File: src/rtl/digit_serial_add_ctrl_if.sv
// Handshake and adder-digit bundle for the digit-serial add sequencer.
// The sequencer uses the slave view; the environment (producer, consumer, 2-bit adder) uses master.
interface digit_serial_add_ctrl_if #(
   parameter int WIDTH = 8
);
   logic             in_valid;
   logic             in_ready;
   logic [WIDTH-1:0] op_a;
   logic [WIDTH-1:0] op_b;
   logic             cin_in;
   logic [1:0]       add_a;
   logic [1:0]       add_b;
   logic             add_cin;
   logic [1:0]       add_sum;
   logic             add_carry;
   logic             out_valid;
   logic             out_ready;
   logic [WIDTH-1:0] result;
   logic             cout;

   modport slave (
      input  in_valid, op_a, op_b, cin_in, add_sum, add_carry, out_ready,
      output in_ready, add_a, add_b, add_cin, out_valid, result, cout
   );

   modport master (
      output in_valid, op_a, op_b, cin_in, add_sum, add_carry, out_ready,
      input  in_ready, add_a, add_b, add_cin, out_valid, result, cout
   );
endinterface

File: src/rtl/digit_serial_add_ctrl.sv
// Digit-serial add sequencer: feeds an external 2-bit adder one digit per cycle, LSB first,
// chaining the carry, and returns the assembled WIDTH-bit sum with carry-out.
module digit_serial_add_ctrl #(
   parameter int WIDTH = 8
) (
   input logic                   clk,
   input logic                   rst_n,
   digit_serial_add_ctrl_if.slave bus
);
   localparam int DIGITS = WIDTH / 2;
   localparam int CW     = (DIGITS > 1) ? $clog2(DIGITS) : 1;

   typedef enum logic [1:0] {
      IDLE = 2'd0,
      RUN  = 2'd1,
      DONE = 2'd2
   } state_t;

   state_t           state_r;
   state_t           state_s;
   logic [WIDTH-1:0] a_sh_r;
   logic [WIDTH-1:0] b_sh_r;
   logic [WIDTH-1:0] result_r;
   logic             carry_r;
   logic             cout_r;
   logic [CW-1:0]    cnt_r;
   logic             last_s;

   assign last_s = (cnt_r == CW'(DIGITS - 1));

   // FSM state register
   always_ff @(posedge clk or negedge rst_n) begin
      if (!rst_n) begin
         state_r <= IDLE;
      end else begin
         state_r <= state_s;
      end
   end

   // Next-state decode
   always_comb begin
      state_s = state_r;
      case (state_r)
         IDLE:    if (bus.in_valid) state_s = RUN;  else state_s = IDLE;
         RUN:     if (last_s)       state_s = DONE; else state_s = RUN;
         DONE:    if (bus.out_ready) state_s = IDLE; else state_s = DONE;
         default: state_s = IDLE;
      endcase
   end

   // Operand shifters, carry chain, digit counter and result assembly
   always_ff @(posedge clk or negedge rst_n) begin
      if (!rst_n) begin
         a_sh_r   <= {WIDTH{1'b0}};
         b_sh_r   <= {WIDTH{1'b0}};
         result_r <= {WIDTH{1'b0}};
         carry_r  <= 1'b0;
         cout_r   <= 1'b0;
         cnt_r    <= {CW{1'b0}};
      end else begin
         case (state_r)
            IDLE: begin
               if (bus.in_valid) begin
                  a_sh_r  <= bus.op_a;
                  b_sh_r  <= bus.op_b;
                  carry_r <= bus.cin_in;
                  cnt_r   <= {CW{1'b0}};
               end
            end
            RUN: begin
               // New digit enters at the MSB; after DIGITS shifts it lands in place.
               result_r <= (result_r >> 2) | (WIDTH'(bus.add_sum) << (WIDTH - 2));
               a_sh_r   <= a_sh_r >> 2;
               b_sh_r   <= b_sh_r >> 2;
               carry_r  <= bus.add_carry;
               cnt_r    <= cnt_r + {{(CW-1){1'b0}}, 1'b1};
               if (last_s) begin
                  cout_r <= bus.add_carry;
               end
            end
            DONE: begin
               result_r <= result_r;
            end
            default: begin
               carry_r <= 1'b0;
            end
         endcase
      end
   end

   // Handshake flags and adder digit drive, all decoded from registers
   always_comb begin
      bus.in_ready  = 1'b0;
      bus.out_valid = 1'b0;
      bus.add_a     = 2'b00;
      bus.add_b     = 2'b00;
      bus.add_cin   = 1'b0;
      case (state_r)
         IDLE: bus.in_ready = 1'b1;
         RUN: begin
            bus.add_a   = a_sh_r[1:0];
            bus.add_b   = b_sh_r[1:0];
            bus.add_cin = carry_r;
         end
         DONE:    bus.out_valid = 1'b1;
         default: bus.in_ready  = 1'b0;
      endcase
   end

   assign bus.result = result_r;
   assign bus.cout   = cout_r;
endmodule

File: src/flat_wrapper.sv
// flat-port wrapper written by rule: the top's interface ports become plain ports
module digit_serial_add_ctrl_flat 
#(
   parameter int WIDTH = 8
)
  (clk, rst_n, bus_in_valid, bus_op_a, bus_op_b, bus_cin_in, bus_add_sum, bus_add_carry, bus_out_ready, bus_in_ready, bus_add_a, bus_add_b, bus_add_cin, bus_out_valid, bus_result, bus_cout);
  digit_serial_add_ctrl_if #(.WIDTH(WIDTH)) bus_i ();
  input logic clk;
  input logic rst_n;
  input wire logic [$bits(bus_i.in_valid)-1:0] bus_in_valid;
  input wire logic [$bits(bus_i.op_a)-1:0] bus_op_a;
  input wire logic [$bits(bus_i.op_b)-1:0] bus_op_b;
  input wire logic [$bits(bus_i.cin_in)-1:0] bus_cin_in;
  input wire logic [$bits(bus_i.add_sum)-1:0] bus_add_sum;
  input wire logic [$bits(bus_i.add_carry)-1:0] bus_add_carry;
  input wire logic [$bits(bus_i.out_ready)-1:0] bus_out_ready;
  output wire logic [$bits(bus_i.in_ready)-1:0] bus_in_ready;
  output wire logic [$bits(bus_i.add_a)-1:0] bus_add_a;
  output wire logic [$bits(bus_i.add_b)-1:0] bus_add_b;
  output wire logic [$bits(bus_i.add_cin)-1:0] bus_add_cin;
  output wire logic [$bits(bus_i.out_valid)-1:0] bus_out_valid;
  output wire logic [$bits(bus_i.result)-1:0] bus_result;
  output wire logic [$bits(bus_i.cout)-1:0] bus_cout;
  assign bus_i.in_valid = bus_in_valid;
  assign bus_i.op_a = bus_op_a;
  assign bus_i.op_b = bus_op_b;
  assign bus_i.cin_in = bus_cin_in;
  assign bus_i.add_sum = bus_add_sum;
  assign bus_i.add_carry = bus_add_carry;
  assign bus_i.out_ready = bus_out_ready;
  assign bus_in_ready = bus_i.in_ready;
  assign bus_add_a = bus_i.add_a;
  assign bus_add_b = bus_i.add_b;
  assign bus_add_cin = bus_i.add_cin;
  assign bus_out_valid = bus_i.out_valid;
  assign bus_result = bus_i.result;
  assign bus_cout = bus_i.cout;
  digit_serial_add_ctrl #(.WIDTH(WIDTH)) u_core (.clk(clk), .rst_n(rst_n), .bus(bus_i));
endmodule
File: config.mk
export PLATFORM = sky130hd
export DESIGN_NAME = digit_serial_add_ctrl_flat
export DESIGN_NICKNAME = d
export VERILOG_FILES = /design/src/rtl/digit_serial_add_ctrl_if.sv /design/src/rtl/digit_serial_add_ctrl.sv /design/src/flat_wrapper.sv
export SDC_FILE = /design/constraint.sdc
export NUM_CORES = 1
export LEC_CHECK = 0
export CAP_MARGIN = 30
export CORE_MARGIN = 3
export CORE_UTILIZATION = 50
export DETAILED_ROUTE_END_ITERATION = 6
export GPL_TIMING_DRIVEN = 0
export PLACE_DENSITY = 0.87
export SLEW_MARGIN = 10
export SYNTH_ARGS = -nofsm -noshare
export SYNTH_HDL_FRONTEND = slang
export SYNTH_SLANG_ARGS = --single-unit
File: constraint.sdc
create_clock -name clk -period 2.7 [get_ports clk]
set_input_delay 0.405 -clock clk [delete_from_list [all_inputs] [get_ports clk]]
set_output_delay 0.405 -clock clk [all_outputs]
set_load 0.05 [all_outputs]
==> flow_metrics.env, run 1 <==
export IMPL_yosysSeqAreaShare_pct=55.6
export IMPL_critPathLaunch="u_core.state_r[1]"
export IMPL_rsz0062_at_grt="false"
export IMPL_cp_max_fo=10
export IMPL_wl_per_cell_um=14.8
export IMPL_layout_commonest_cell="clkdlybuf4s50_1"
export IMPL_cp_common_cell="buf_4"
export IMPL_row_count=18
export IMPL_final_nets=211
export IMPL_worst_path_max_delay_cell="clkdlybuf4s50_1"
export IMPL_syn_num_nets=166
export IMPL_insertion_delay_ps=340
export IMPL_post_route_util_pct=72.3
export IMPL_numCtsBuffers=5
export IMPL_r2r_slack_ps=1510
export IMPL_grt_pass1_wl_mm=5.47
export IMPL_grtUsageTotal_pct=21.6
export IMPL_synth_xor_area_share_pct=0
export IMPL_area_growth_pct=35.0
export IMPL_yosys_top_cells_area="dfrtp_1 56%, o22ai_1 11%, nand2_1 8.6%, a21oi_1 4.8%, o21ai_1 4.1%"
export IMPL_placed_area_sq_mm=0.00176
export IMPL_endpoint="bus_out_valid"
export IMPL_diodes=0
export IMPL_fin_skew_ps=9.26
export IMPL_critPathRequiredTime_ps=2300
export IMPL_drive_gt1_share_pct=13.9
export IMPL_postSynthAreaPerCell_sq_um=9.58
export IMPL_dieArea_sq_mm=0.00336
export IMPL_ir_drop_uv=942
export IMPL_ctsHoldBuffers=0
export IMPL_cts_root_buf="clkbuf_4"
export IMPL_antenna_found_initial=0
export IMPL_routed_wl_mm=3.21
export IMPL_ys_async_sr_fraction_pct=100
export IMPL_setup_viol=0
export IMPL_place_congestion=0.789
export IMPL_reg2reg_from="u_core.state_r[1]"
export IMPL_r2r_end="u_core.b_sh_r[4]"
export IMPL_final_cell_mix="37 x clkdlybuf4s50_1, 31 x nand2_1, 30 x dfrtp_1"
export IMPL_yosys_area_share_simple_pct=15.8
export IMPL_power_density_mw_per_mm2=1400
export IMPL_antenna_left=0
export IMPL_leakage_nw=0.809
export IMPL_grt_max_degree=31
export IMPL_ys_ff_latch=30
export IMPL_worst_path_largest_cell_delay_ps=820
export IMPL_htreeDepth=2
export IMPL_yosysTopAreaCell="dfrtp_1"
export IMPL_maxSlewViolCount=0
export IMPL_crit_chain="buf_4, inv_2, buf_4, nor2_1, clkdlybuf4s50_1"
export IMPL_synthAdderAreaFrac_pct=0.926
export IMPL_synthMuxAreaShare_pct=1.11
export IMPL_grt_pass1_vias=1188
export IMPL_dr_pass1_iters=4
export IMPL_post_dp_hpwl_mm=2.34
export IMPL_start_util_pct=53.6
export IMPL_tns_ps=0
export IMPL_die_h_um=58.0
export IMPL_clock_path_buffers=2
export IMPL_worst_slew_margin_rel_pct=56.3
export IMPL_ff2ff_path_depth=5
export IMPL_netlist_area_leader_share_pct=55.6
export IMPL_worstHoldPathType="in2async"
export IMPL_status="complete, no violations"
export IMPL_hold_ws_ps=83.1
export IMPL_drt_initial_drc_count=73
export IMPL_grt_overflow=0
export IMPL_clkTransAtPathRegs_ps=100
export IMPL_cts_setup_buffers=0
export IMPL_fin_crit_ps=2460
export IMPL_arrival_ps=2060
export IMPL_synth_warning_count=0
export IMPL_port_buffers=38
export IMPL_end_kind="primary output"
export IMPL_synth_cell_types=21
export IMPL_cts_tree="built"
export IMPL_clock_sinks=30
export IMPL_synth_compound_area_share_pct=21.6
export IMPL_max_cap_violations=0
export IMPL_routed_via_density=5.68
export IMPL_via_count=1233
export IMPL_coreArea_sq_mm=0.00252
export IMPL_design_area_sq_mm=0.00182
export IMPL_max_freq_mhz=406
export IMPL_start_kind="flip-flop"
export IMPL_synth_top_family_by_area="compound AO/OA/AOI/OAI gates"
export IMPL_tightest_slew_ps=655
export IMPL_cts_resized=0
export IMPL_finalPower_mw=2.56
export IMPL_syn_inst=141
export IMPL_remaining_drc_errors=0
export IMPL_fp_dieW_um=58.0
export IMPL_hold_violations=0
export IMPL_period_share_pct=91.2
export IMPL_synth_edf_count=0
export IMPL_ys_flop_type="dfrtp_1"
export IMPL_worstSetupPathType="reg2out"
export IMPL_syn_area_sq_mm=0.00135
export IMPL_io_pins=40
## metrics by stage
step	setup WS, ps	instances
2_1_floorplan	947	141
3_3_place_gp	648	209
3_5_place_dp	610	209
4_1_cts	240	217
5_1_grt	149	217
6_report	238	217
## kinds of logic after synthesis
group / Yosys count
mux: 1
flops: 30
fa+ha+maj: 1
simple gates: 47
compound gates: 50
buf+inv: 12
## critical path, delay by kind of cell (launching register included)
kind	cells	cell delay, ps
buffers and inverters	4	1240
DFF	1	380
and+or+nand+nor	1	100
## synthesized netlist by cell type (2+ instances only)
library cell	instances
o21ai_1	11
o22ai_1	24
buf_2	6
nor2_1	3
nand2_1	31
and2_1	5
inv_2	2
dfrtp_1	30
buf_4	4
nor2b_1	2
a21oi_1	13
## layout make-up
cell class,instances,area [sq um]
Timing Repair Buffer,38,375
Tap cell,30,37.5
Multi-Input combinational cell,99,533
Clock buffer,7,55.1
Clock inverter,1,5.00
Buffer,10,60.1
Inverter,2,7.51
Fill cell,194,698
Sequential cell,30,751
## worst min path at each step
stage | slack [ps] | cells past startpoint | from | end
6_report | 80 | 1 | rst_n | u_core.bus.result[1]
4_1_cts | 110 | 1 | rst_n | u_core.bus.result[1]
5_1_grt | 130 | 1 | rst_n | u_core.bus.result[1]
3_3_place_gp | 460 | 2 | u_core.bus.result[0] | u_core.bus.result[0]
3_5_place_dp | 480 | 1 | rst_n | u_core.bus.result[1]
2_1_floorplan | 110 | 0 | rst_n | u_core.a_sh_r[0]
## power by group
part / internal [mW] / switching, mW
Sequential: 0.664 / 0.149
Clock: 0.126 / 0.157
Combinational: 0.540 / 0.923
Total: 1.33 / 1.23
## per-layer routing
metal / part of all wire (%) / wire length (um) / track usage [%]
met4: 1.2 / 40 / 7.95
met1: 41 / 1330 / 28.1
met3: 6.0 / 193 / 4.68
met2: 51 / 1650 / 35.6
met5: 0 / 0 / 0
## state kept, by name, indices dropped and copies added, names as in the netlist
signal,cells
u_core.a_sh_r,8
u_core.b_sh_r,8
u_core.bus.cout,1
u_core.bus.result,8
u_core.carry_r,1
u_core.cnt_r,2
u_core.state_r,2
Power figures use the tool's default switching activity.
==> inputs of run 2 (changes only) <==
--- a/config.mk
+++ b/config.mk
@@ -9,7 +9,7 @@
 export CORE_MARGIN = 3
 export CORE_UTILIZATION = 50
 export DETAILED_ROUTE_END_ITERATION = 6
-export GPL_TIMING_DRIVEN = 0
+export GPL_TIMING_DRIVEN = 1
 export PLACE_DENSITY = 0.87
 export SLEW_MARGIN = 10
 export SYNTH_ARGS = -nofsm -noshare
==> run 2 against run 1 <==
Against the previous run:
- setup slack gained 35 ps
- via count shrank 3.0%
- critical path depth shrank 2
- non-clock buffer count shrank 7
- global-route usage shrank 1.4 points
==> flow_metrics.env, run 2 (synthesis results as in run 1) <==
export IMPL_cts_root_buf="clkbuf_4"
export IMPL_htreeDepth=2
export IMPL_remaining_drc_errors=0
export IMPL_rsz0062_at_grt="false"
export IMPL_dieArea_sq_mm=0.00336
export IMPL_clkTransAtPathRegs_ps=100
export IMPL_ff2ff_path_depth=3
export IMPL_pre_cts_ws_ps=417
export IMPL_power_density_mw_per_mm2=1370
export IMPL_worst_path_largest_cell_delay_ps=810
export IMPL_fin_crit_ps=2430
export IMPL_end_kind="primary output"
export IMPL_dr_pass1_iters=4
export IMPL_diodes=0
export IMPL_start_kind="flip-flop"
export IMPL_fp_dieW_um=58.0
export IMPL_drt_initial_drc_count=60
export IMPL_hold_violations=0
export IMPL_reg2reg_from="u_core.state_r[1]"
export IMPL_final_cell_mix="34 x clkdlybuf4s50_1, 31 x nand2_1, 30 x dfrtp_1"
export IMPL_grtUsageTotal_pct=20.2
export IMPL_start_util_pct=53.6
export IMPL_worstHoldPathType="in2async"
export IMPL_die_h_um=58.0
export IMPL_post_dp_hpwl_mm=2.21
export IMPL_clock_sinks=30
export IMPL_worst_slew_margin_rel_pct=48.6
export IMPL_grt_pass1_vias=1114
export IMPL_ir_drop_uv=969
export IMPL_tightest_slew_ps=771
export IMPL_row_count=18
export IMPL_finalPower_mw=2.48
export IMPL_fillers=202
export IMPL_setup_viol=0
export IMPL_numCtsBuffers=5
export IMPL_via_count=1196
export IMPL_dp_cells=202
export IMPL_period_share_pct=89.9
export IMPL_antenna_left=0
export IMPL_cts_tree="built"
export IMPL_grt_max_degree=31
export IMPL_tns_ps=0
export IMPL_wl_per_cell_um=14.9
export IMPL_r2r_end="u_core.a_sh_r[2]"
export IMPL_placed_area_sq_mm=0.00173
export IMPL_drive_gt1_share_pct=9.44
export IMPL_grt_overflow=0
export IMPL_fin_cells=210
export IMPL_worst_path_max_delay_cell="clkdlybuf4s50_1"
export IMPL_cts_setup_buffers=0
export IMPL_routed_wl_mm=3.13
export IMPL_worstSetupPathType="reg2out"
export IMPL_design_area_sq_mm=0.00181
export IMPL_status="complete, no violations"
export IMPL_arrival_ps=2020
export IMPL_max_freq_mhz=412
export IMPL_io_pins=40
export IMPL_leakage_nw=0.845
export IMPL_maxSlewViolCount=0
export IMPL_crit_chain="inv_2, nor2_1, clkdlybuf4s50_1"
export IMPL_setup_ws_ps=273
export IMPL_max_cap_violations=0
export IMPL_place_congestion=0.859
export IMPL_clock_path_buffers=2
export IMPL_cp_max_fo=14
export IMPL_insertion_delay_ps=340
export IMPL_critPathRequiredTime_ps=2300
export IMPL_fin_skew_ps=15.7
export IMPL_antenna_found_initial=0
export IMPL_final_nets=204
export IMPL_port_buffers=39
export IMPL_grt_pass1_wl_mm=5.08
export IMPL_coreArea_sq_mm=0.00252
export IMPL_r2r_slack_ps=1000
export IMPL_routed_via_density=5.70
export IMPL_layout_commonest_cell="clkdlybuf4s50_1"
export IMPL_area_growth_pct=33.7
run 2: how the worst max path moves through the flow:
stage | from | end | slack, ps | cells after the start
floorplan | u_core.state_r[1] | bus_out_valid | 950 | 4
global placement | u_core.state_r[1] | bus_add_b[1] | 470 | 3
detailed placement | u_core.state_r[1] | bus_add_a[1] | 420 | 3
CTS | u_core.state_r[1] | bus_add_a[1] | 50 | 3
global route | u_core.state_r[1] | bus_out_valid | 170 | 3
finish | u_core.state_r[1] | bus_out_valid | 270 | 3
run 2: layout make-up:
cell class	count	area (sq um)	area share, %
Clock buffer	7	55.1	3.05
Clock inverter	1	5.00	0.277
Inverter	2	7.51	0.416
Multi-Input combinational cell	99	533	29.5
Sequential cell	30	751	41.6
Tap cell	30	37.5	2.08
Timing Repair Buffer	41	418	23.1
run 2: repair_timing:
item / in CTS / in global routing
endpoints found under the setup margin: 0 / 5
resized for setup: 0 / 5
hold buffers: 0 / 0
run 2: layer usage:
metal  GRT usage (%)  routed length (um)  vias up
li1                -                   -      573
met1            25.6                1310      577
met2            31.8                1560       38
met3            5.57                 198        8
met4            10.3                  68        0
met5               0                   0        -
run 2: power breakdown:
group	leakage, nW	switching (mW)	internal (mW)
clock	0.0353	0.149	0.126
combinational	0.445	0.869	0.486
sequential	0.365	0.189	0.664
run 2: through the flow:
| stage | utilization [%] | hold slack [ps] |
|---|---|---|
| after detailed placement | 68.8 | 470 |
| final | 71.6 | 436 |
| after CTS | 71.1 | 447 |
| after floorplan | - | 109 |
| after global placement | 68.8 | 462 |
| after global routing | 71.6 | 456 |
run 2: critical path, delay by kind of cell, from the launching register on:
| kind | cells | cell delay, ps |
|---|---|---|
| and+or+nand+nor | 1 | 120 |
| buffers and inverters | 2 | 1010 |
| DFF | 1 | 550 |
